--- src/rtl/round_sequencer_pkg.sv ---
// Shared types for the round sequencer: FSM state encodings and coordinate widths.
// No logic; imported by the sequencer and its window calculator.
// No flow control of its own.
package round_sequencer_pkg;

    localparam int PIX_W = 8;
    localparam int Z_W   = 9;

    typedef enum logic [2:0] {
        ST_IDLE  = 3'd0,
        ST_LOAD  = 3'd1,
        ST_KICK  = 3'd2,
        ST_RUN   = 3'd3,
        ST_DRAIN = 3'd4,
        ST_ADV   = 3'd5,
        ST_FIN   = 3'd6
    } seq_state_t;

endpackage

--- src/rtl/round_sequencer_seq_window_calc.sv ---
// Window calculator: last output position of a round, padded window ends, output count, last-round flag.
// Purely combinational; registered by the sequencer in LOAD.
// No flow control.
module seq_window_calc
    import round_sequencer_pkg::*;
#(
    parameter int N_ALLOC = 4
) (
    input  logic [PIX_W-1:0] ox,
    input  logic [PIX_W-1:0] oy,
    input  logic [PIX_W-1:0] dim,
    input  logic [1:0]       pad,
    output logic [PIX_W-1:0] x_end,
    output logic [PIX_W-1:0] y_max,
    output logic [PIX_W-1:0] count,
    output logic             is_last
);

    localparam logic [PIX_W:0] N_M1 = (PIX_W+1)'(N_ALLOC - 1);

    logic [PIX_W:0]   sum_x;
    logic [PIX_W-1:0] lx_w, ly_w, lx_c, ly_c, pad2, dim_m1;

    always_comb begin
        pad2   = {5'b0, pad, 1'b0};
        dim_m1 = dim - 8'd1;
        // 9-bit sum: ox+N-1 can exceed 255 on wide images
        sum_x  = {1'b0, ox} + N_M1;
        lx_w   = sum_x[PIX_W-1:0];
        ly_w   = oy;
        if (sum_x >= {1'b0, dim}) begin
            lx_w = PIX_W'(sum_x - {1'b0, dim});
            ly_w = oy + 8'd1;
        end
        lx_c  = lx_w;
        ly_c  = ly_w;
        count = PIX_W'(N_ALLOC);
        // Running off the bottom row means this is a short final round
        if (ly_w >= dim) begin
            lx_c  = dim_m1;
            ly_c  = dim_m1;
            count = dim - ox;
        end
        is_last = (lx_c == dim_m1) && (ly_c == dim_m1);
        x_end   = lx_c + pad2;
        y_max   = ly_c + pad2;
    end

endmodule

--- src/rtl/round_sequencer.sv ---
// Round sequencer: steps N_ALLOC-wide issue rounds over an image, restarting the broadcaster per round.
// Latency: LOAD, KICK, then RUN/DRAIN wait on broadcaster and allocators, ADV; FIN pulses done.
// Backpressure: stalls in RUN until bcast_round, in DRAIN until alloc_done. Optional SEQ_STALL_CNT_EN.
module round_sequencer
    import round_sequencer_pkg::*;
#(
    parameter int N_ALLOC = 4,
    parameter int RIDX_W  = 16
) (
    input  logic              clk,
    input  logic              rst,
    input  logic              start,
    input  logic              abort,
    input  logic [7:0]        image_dim,
    input  logic [1:0]        image_padding,
    input  logic              bcast_round,
    input  logic              bcast_block,
    input  logic              alloc_done,
    output logic [7:0]        x_min,
    output logic [7:0]        x_max,
    output logic [7:0]        x_start,
    output logic [7:0]        x_end,
    output logic [7:0]        y_min,
    output logic [7:0]        y_max,
    output logic              bcast_rst,
    output logic              alloc_load,
    output logic [7:0]        out_x,
    output logic [7:0]        out_y,
    output logic [7:0]        out_count,
    output logic [RIDX_W-1:0] round_idx,
    output logic              busy,
    output logic              done,
    output logic              cfg_err,
    output logic [31:0]       stall_count
);

    seq_state_t state, nxt;

    logic [PIX_W-1:0] dim_q, ox, oy;
    logic [1:0]       pad_q;
    logic             last_q, abort_q;
    logic [9:0]       padded;
    logic             cfg_bad;
    logic [PIX_W:0]   ox_nx;
    logic [PIX_W-1:0] c_x_end, c_y_max, c_count;
    logic             c_last;

    seq_window_calc #(.N_ALLOC(N_ALLOC)) u_calc (
        .ox      (ox),
        .oy      (oy),
        .dim     (dim_q),
        .pad     (pad_q),
        .x_end   (c_x_end),
        .y_max   (c_y_max),
        .count   (c_count),
        .is_last (c_last)
    );

    assign padded  = {2'b0, image_dim} + {7'b0, image_padding, 1'b0};
    assign cfg_bad = (image_dim == 8'd0) || (int'(image_dim) < N_ALLOC) || (padded > 10'd255);
    assign ox_nx   = {1'b0, ox} + (PIX_W+1)'(N_ALLOC);
    assign x_min   = '0;

    always_ff @(posedge clk or posedge rst) begin
        if (rst) state <= ST_IDLE;
        else     state <= nxt;
    end

    always_comb begin
        nxt = state;
        case (state)
            ST_IDLE:  if (start && !cfg_bad) nxt = ST_LOAD;
            ST_LOAD:  nxt = ST_KICK;
            ST_KICK:  nxt = ST_RUN;
            ST_RUN:   if (bcast_round) nxt = ST_DRAIN;
            ST_DRAIN: if (alloc_done) nxt = ST_ADV;
            ST_ADV:   nxt = last_q ? ST_FIN : ST_LOAD;
            ST_FIN:   nxt = ST_IDLE;
            default:  nxt = ST_IDLE;
        endcase
        if (abort && state != ST_IDLE) nxt = ST_IDLE;
    end

    always_comb begin
        busy       = (state != ST_IDLE);
        done       = (state == ST_FIN);
        alloc_load = (state == ST_KICK);
        bcast_rst  = (state == ST_KICK) || abort_q;
    end

    always_ff @(posedge clk or posedge rst) begin
        if (rst) begin
            dim_q     <= '0;
            pad_q     <= '0;
            ox        <= '0;
            oy        <= '0;
            round_idx <= '0;
            last_q    <= 1'b0;
            abort_q   <= 1'b0;
            cfg_err   <= 1'b0;
            x_max     <= '0;
            x_start   <= '0;
            x_end     <= '0;
            y_min     <= '0;
            y_max     <= '0;
            out_x     <= '0;
            out_y     <= '0;
            out_count <= '0;
        end else begin
            // Abort restarts the broadcaster on the cycle the FSM lands in IDLE
            abort_q <= abort && (state != ST_IDLE);
            if (state == ST_IDLE && start) begin
                dim_q <= image_dim;
                pad_q <= image_padding;
                if (cfg_bad) begin
                    cfg_err <= 1'b1;
                end else begin
                    ox        <= '0;
                    oy        <= '0;
                    round_idx <= '0;
                    x_max     <= padded[7:0] - 8'd1;
                end
            end
            if (state == ST_LOAD) begin
                x_start   <= ox;
                x_end     <= c_x_end;
                y_min     <= oy;
                y_max     <= c_y_max;
                out_x     <= ox;
                out_y     <= oy;
                out_count <= c_count;
                last_q    <= c_last;
            end
            if (state == ST_ADV && !last_q) begin
                round_idx <= round_idx + RIDX_W'(1);
                if (ox_nx >= {1'b0, dim_q}) begin
                    ox <= PIX_W'(ox_nx - {1'b0, dim_q});
                    oy <= oy + 8'd1;
                end else begin
                    ox <= ox_nx[PIX_W-1:0];
                end
            end
        end
    end

`ifdef SEQ_STALL_CNT_EN
    logic [31:0] stall_q;

    always_ff @(posedge clk or posedge rst) begin
        if (rst) begin
            stall_q <= '0;
        end else if (state == ST_IDLE && start) begin
            stall_q <= '0;
        end else if (state == ST_RUN && bcast_block && stall_q != 32'hFFFF_FFFF) begin
            stall_q <= stall_q + 32'd1;
        end
    end

    assign stall_count = stall_q;
`else
    logic unused_bcast_block;

    assign unused_bcast_block = bcast_block;
    assign stall_count        = '0;
`endif

endmodule

--- config.mk ---
export PLATFORM = sky130hd
export DESIGN_NAME = round_sequencer
export DESIGN_NICKNAME = d
export VERILOG_FILES = /design/src/rtl/round_sequencer_pkg.sv /design/src/rtl/round_sequencer_seq_window_calc.sv /design/src/rtl/round_sequencer.sv
export SDC_FILE = /design/constraint.sdc
export NUM_CORES = 1
export LEC_CHECK = 0
export CORE_ASPECT_RATIO = 0.7
export CORE_MARGIN = 1.5
export CORE_UTILIZATION = 53
export DETAILED_ROUTE_END_ITERATION = 6
export PLACE_DENSITY = 0.81
export SYNTH_ARGS = -nofsm -noshare
export SYNTH_HDL_FRONTEND = slang
export SYNTH_SLANG_ARGS = --single-unit
--- constraint.sdc ---
create_clock -name clk -period 6 [get_ports clk]
set_input_delay 1.8 -clock clk [delete_from_list [all_inputs] [get_ports clk]]
set_output_delay 1.8 -clock clk [all_outputs]
set_load 0.02 [all_outputs]
==> run_results.csv <==
group,metric,value,unit
sta,maxSlewViolCount,0,
critical_path,max_stage_delay,0.45,ns
placed_design,port_buffers,100,
critical_path,endpoint_kind,"register",
placed_design,gp_congestion,0.9826,
global_routing,first_global_vias,5733,
logic_synthesis,synth_top_area_frac,0.3358,
sta,period_share,0.9415,
critical_path,cp_top_family,"compound AO/OA/AOI/OAI gates",
floorplan,ios,142,
floorplan,core-area,13180,um^2
logic_synthesis,synthesis.yosys.warnings,0,
logic_synthesis,yosys.area.top_type,"dfrtp_1",
critical_path,critical_path_buf_inv_count,2,
critical_path,ff2ff_path_depth,23,
logic_synthesis,postSynth.asyncResetShare,1.000,
power_and_ir_drop,seqPwrFrac,0.269,
global_routing,grt_pass1_wl,30390,um
critical_path,cp.depth,23,
logic_synthesis,ys_types,73,
cts,hold_buffers,0,
finish,drive_gt1_frac,0.06129,
floorplan,die_w,141.9,um
drt,vias,6376,
sta,worstMarginPinSlew,0.9713,ns
cts,cts_sinks,96,
drt,drc,0,
floorplan,initial_core_util,0.5427,
drt,wl_per_cell,16.74,um
critical_path,cp_common_cell,"ha_1",
sta,setup_viol,0,
cts,cts_buffers,9,
power_and_ir_drop,internal_power,1897,uW
floorplan,rows,35,
power_and_ir_drop,p_per_area,411.0,nW/um^2
cts,htree_num_levels,3,
critical_path,path_cells,"inv_1 > ha_2 > nor2b_1 > xnor2_2 > ha_1 > a21oi_1 > o22a_1 > o211a_4 > nor3_1 > or2_2 > ha_1 > nand2_1 > nor3_1 > a21o_1 > nor2_1 > a21oi_1 > ha_1 > fa_1 > inv_1 > a311o_1 > nor4_2 > xnor2_1 > o21ai_1",
critical_path,worstPathRequired,6.21,ns
finish,layout.nets,992,
logic_synthesis,synth_common_cells,"127 x nand2_1, 96 x dfrtp_1, 83 x o21ai_0, 57 x buf_4, 51 x nor2_1",
power_and_ir_drop,ir_worst_vdd,0.0002029,V
logic_synthesis,yosysSeqAreaShare,0.3358,
logic_synthesis,syn-cell-area,7153,um^2
hold_path,min_path_cells,2,
drt,first_pass_iters,5,
global_routing,antenna_found_initial,0,
drt,totalWireLength,18660,um
status,status,"finished, final reports clean",
cts,cts_setup_buffers,0,
logic_synthesis,synth_most_common_cell,"nand2_1",
sta,hold-worst-slack,0.4751,ns
global_routing,overflow,0,
logic_synthesis,ys.flop_type,"dfrtp_1",
sta,clock.fmax,0.1770,GHz
sta,finClkSkew,0.007190,ns
logic_synthesis,ys_ff_latch,96,
sta,period_minus_slack,5.649,ns
cts,clockRootBuffer,"clkbuf_16",
global_routing,grt_max_degree,75,
global_routing,grtUsageTotal,0.2721,
floorplan,die_h,100.2,um
drt,viasPerCell,5.718,
placed_design,dp_slack,0.3400,ns
drt,postRouteAntennaNets,0,
critical_path,crit_start,"ox[1]$_DFFE_PP0P_",
hold_path,hp-start,"y_max[1]$_DFFE_PP0N_",
critical_path,crit_fanout,17,
cts,cts_tree,"done",
cts,cts_buffer_depth,2,
power_and_ir_drop,clkPwrFrac,0.173,
sta,fin_ws,0.3509,ns
cts,clkTransAtPathRegs,0.07,ns
critical_path,worstSetupStartpointType,"register",
job,maxCapViolCount,0,
floorplan,die_area,14210,um^2
drt,drt_iter0_markers,675,
critical_path,rr_startpoint,"ox[1]$_DFFE_PP0P_",
logic_synthesis,synth_area_leaders,"dfrtp_1 34%, ha_1 7.7%, nand2_1 6.7%",
power_and_ir_drop,share_comb_of_total_power,0.558,
finish,area_growth,18.00,%
power_and_ir_drop,p_sw_frac,0.4533,
cts,postCtsResizedCells,0,
critical_path,slowest_stage,"dfrtp_1",
sta,hold_viol,0,
logic_synthesis,synth_edf_count,0,
finish,antenna_cells,0,
cts,clk_latency,0.35,ns
power_and_ir_drop,p_switching,1572,uW
placed_design,hpwl,14010,um
logic_synthesis,synth_cells,849,
critical_path,arrival,5.86,ns
sta,max_slew_margin,0.3481,
hold_path,hold_class,"register to register",
critical_path,crit_type,"register to register",
logic_synthesis,post_synth.cell_area_avg,8.425,um^2
power_and_ir_drop,p_leak,0.003776,uW
placed cells by master (no fill, tap or decap), drive strengths merged, types with 16 or more instances in the layout:
cell / netlist / final
a21oi: 33 / 33
and3: 18 / 18
clkdlybuf4s50: 0 / 100
conb: 1 / 40
dfrtp: 96 / 96
ha: 44 / 44
inv: 36 / 37
nand2: 128 / 128
nand3: 22 / 22
nor2: 51 / 51
o21ai: 85 / 85
xnor2: 38 / 38
xor2: 16 / 16
flip-flops by register name (all words and copies together), names as in the netlist:
signal     cells
pad_q          2
x_end          8
round_idx     16
cfg_err        1
y_max          8
dim_q          8
oy             8
out_x          8
ox             8
last_q         1
x_max          8
out_y          8
abort_q        1
state          3
out_count      8
worst paths after layout:
kind	to	slack (ns)
min in group asynchronous	out_x[6]$_DFFE_PP0N_	2.00
worst min register to register	y_max[1]$_DFFE_PP0N_	0.48
max in group asynchronous	oy[7]$_DFF_PP0_	3.14
worst min-delay path	y_max[1]$_DFFE_PP0N_	0.48
worst max-delay path	y_max[7]$_DFFE_PP0N_	0.35
worst max register to register	y_max[7]$_DFFE_PP0N_	0.35
through the flow:
step	setup TNS (ns)	cells	instance area, um^2	total power (uW)	utilization
after floorplan	0	888	7300	2230	-
after detailed placement	0	1099	8100	2826	0.6145
after global routing	-0.005844	1115	8441	3717	0.6403
after global placement	0	1099	8100	2792	0.6145
after CTS	0	1115	8407	3433	0.6378
final	0	1115	8441	3469	0.6403
worst reg2reg max path: stages (launching register included):
cell and delay, ns:
dfrtp_1 0.45, inv_1 0.24, ha_2 0.30, nor2b_1 0.09
xnor2_2 0.29, ha_1 0.38, a21oi_1 0.23, o22a_1 0.32
o211a_4 0.33, nor3_1 0.11, or2_2 0.31, ha_1 0.30
nand2_1 0.05, nor3_1 0.26, a21o_1 0.24, nor2_1 0.07
a21oi_1 0.15, ha_1 0.21, fa_1 0.25, inv_1 0.08
a311o_1 0.31, nor4_2 0.28, xnor2_1 0.17, o21ai_1 0.07
power by group through the flow:
| stage | Sequential, uW | Combinational [uW] | Clock, uW |
|---|---|---|---|
| 3_5_place_dp | 939 | 1890 | 0 |
| 5_1_grt | 949 | 2130 | 641 |
| 6_report | 934 | 1940 | 599 |
| 2_1_floorplan | 991 | 1240 | 0 |
| 3_3_place_gp | 938 | 1850 | 0 |
| 4_1_cts | 928 | 1900 | 607 |
kinds of logic (layout without fill, tap and decap cells):
group	after synthesis	after routing	synth area share
fa+ha+maj	51	51	0.09516
mux	9	9	0.01312
buf+inv	125	167	0.09620
xor+xnor	54	54	0.06612
simple gates	305	305	0.2043
flops	96	96	0.3358
other cells	1	40	0.0005242
compound gates	208	208	0.1887
cell type report:
type,count,area (um^2)
Multi-Input combinational cell,667,4248
Tap cell,185,231.5
Clock buffer,11,242.7
Fill cell,1127,4741
Timing Repair Buffer,115,1114
Clock inverter,5,63.81
Sequential cell,96,2404
Inverter,36,137.6
metal layers:
metal / share of wire / global-route usage / up-vias
met4: 0.012 / 0.05710 / 0
met3: 0.11 / 0.06298 / 21
met1: 0.47 / 0.4298 / 2957
met2: 0.40 / 0.3730 / 353
li1: - / - / 3045
met5: 0 / 0 / -
Power figures use the tool's default switching activity.
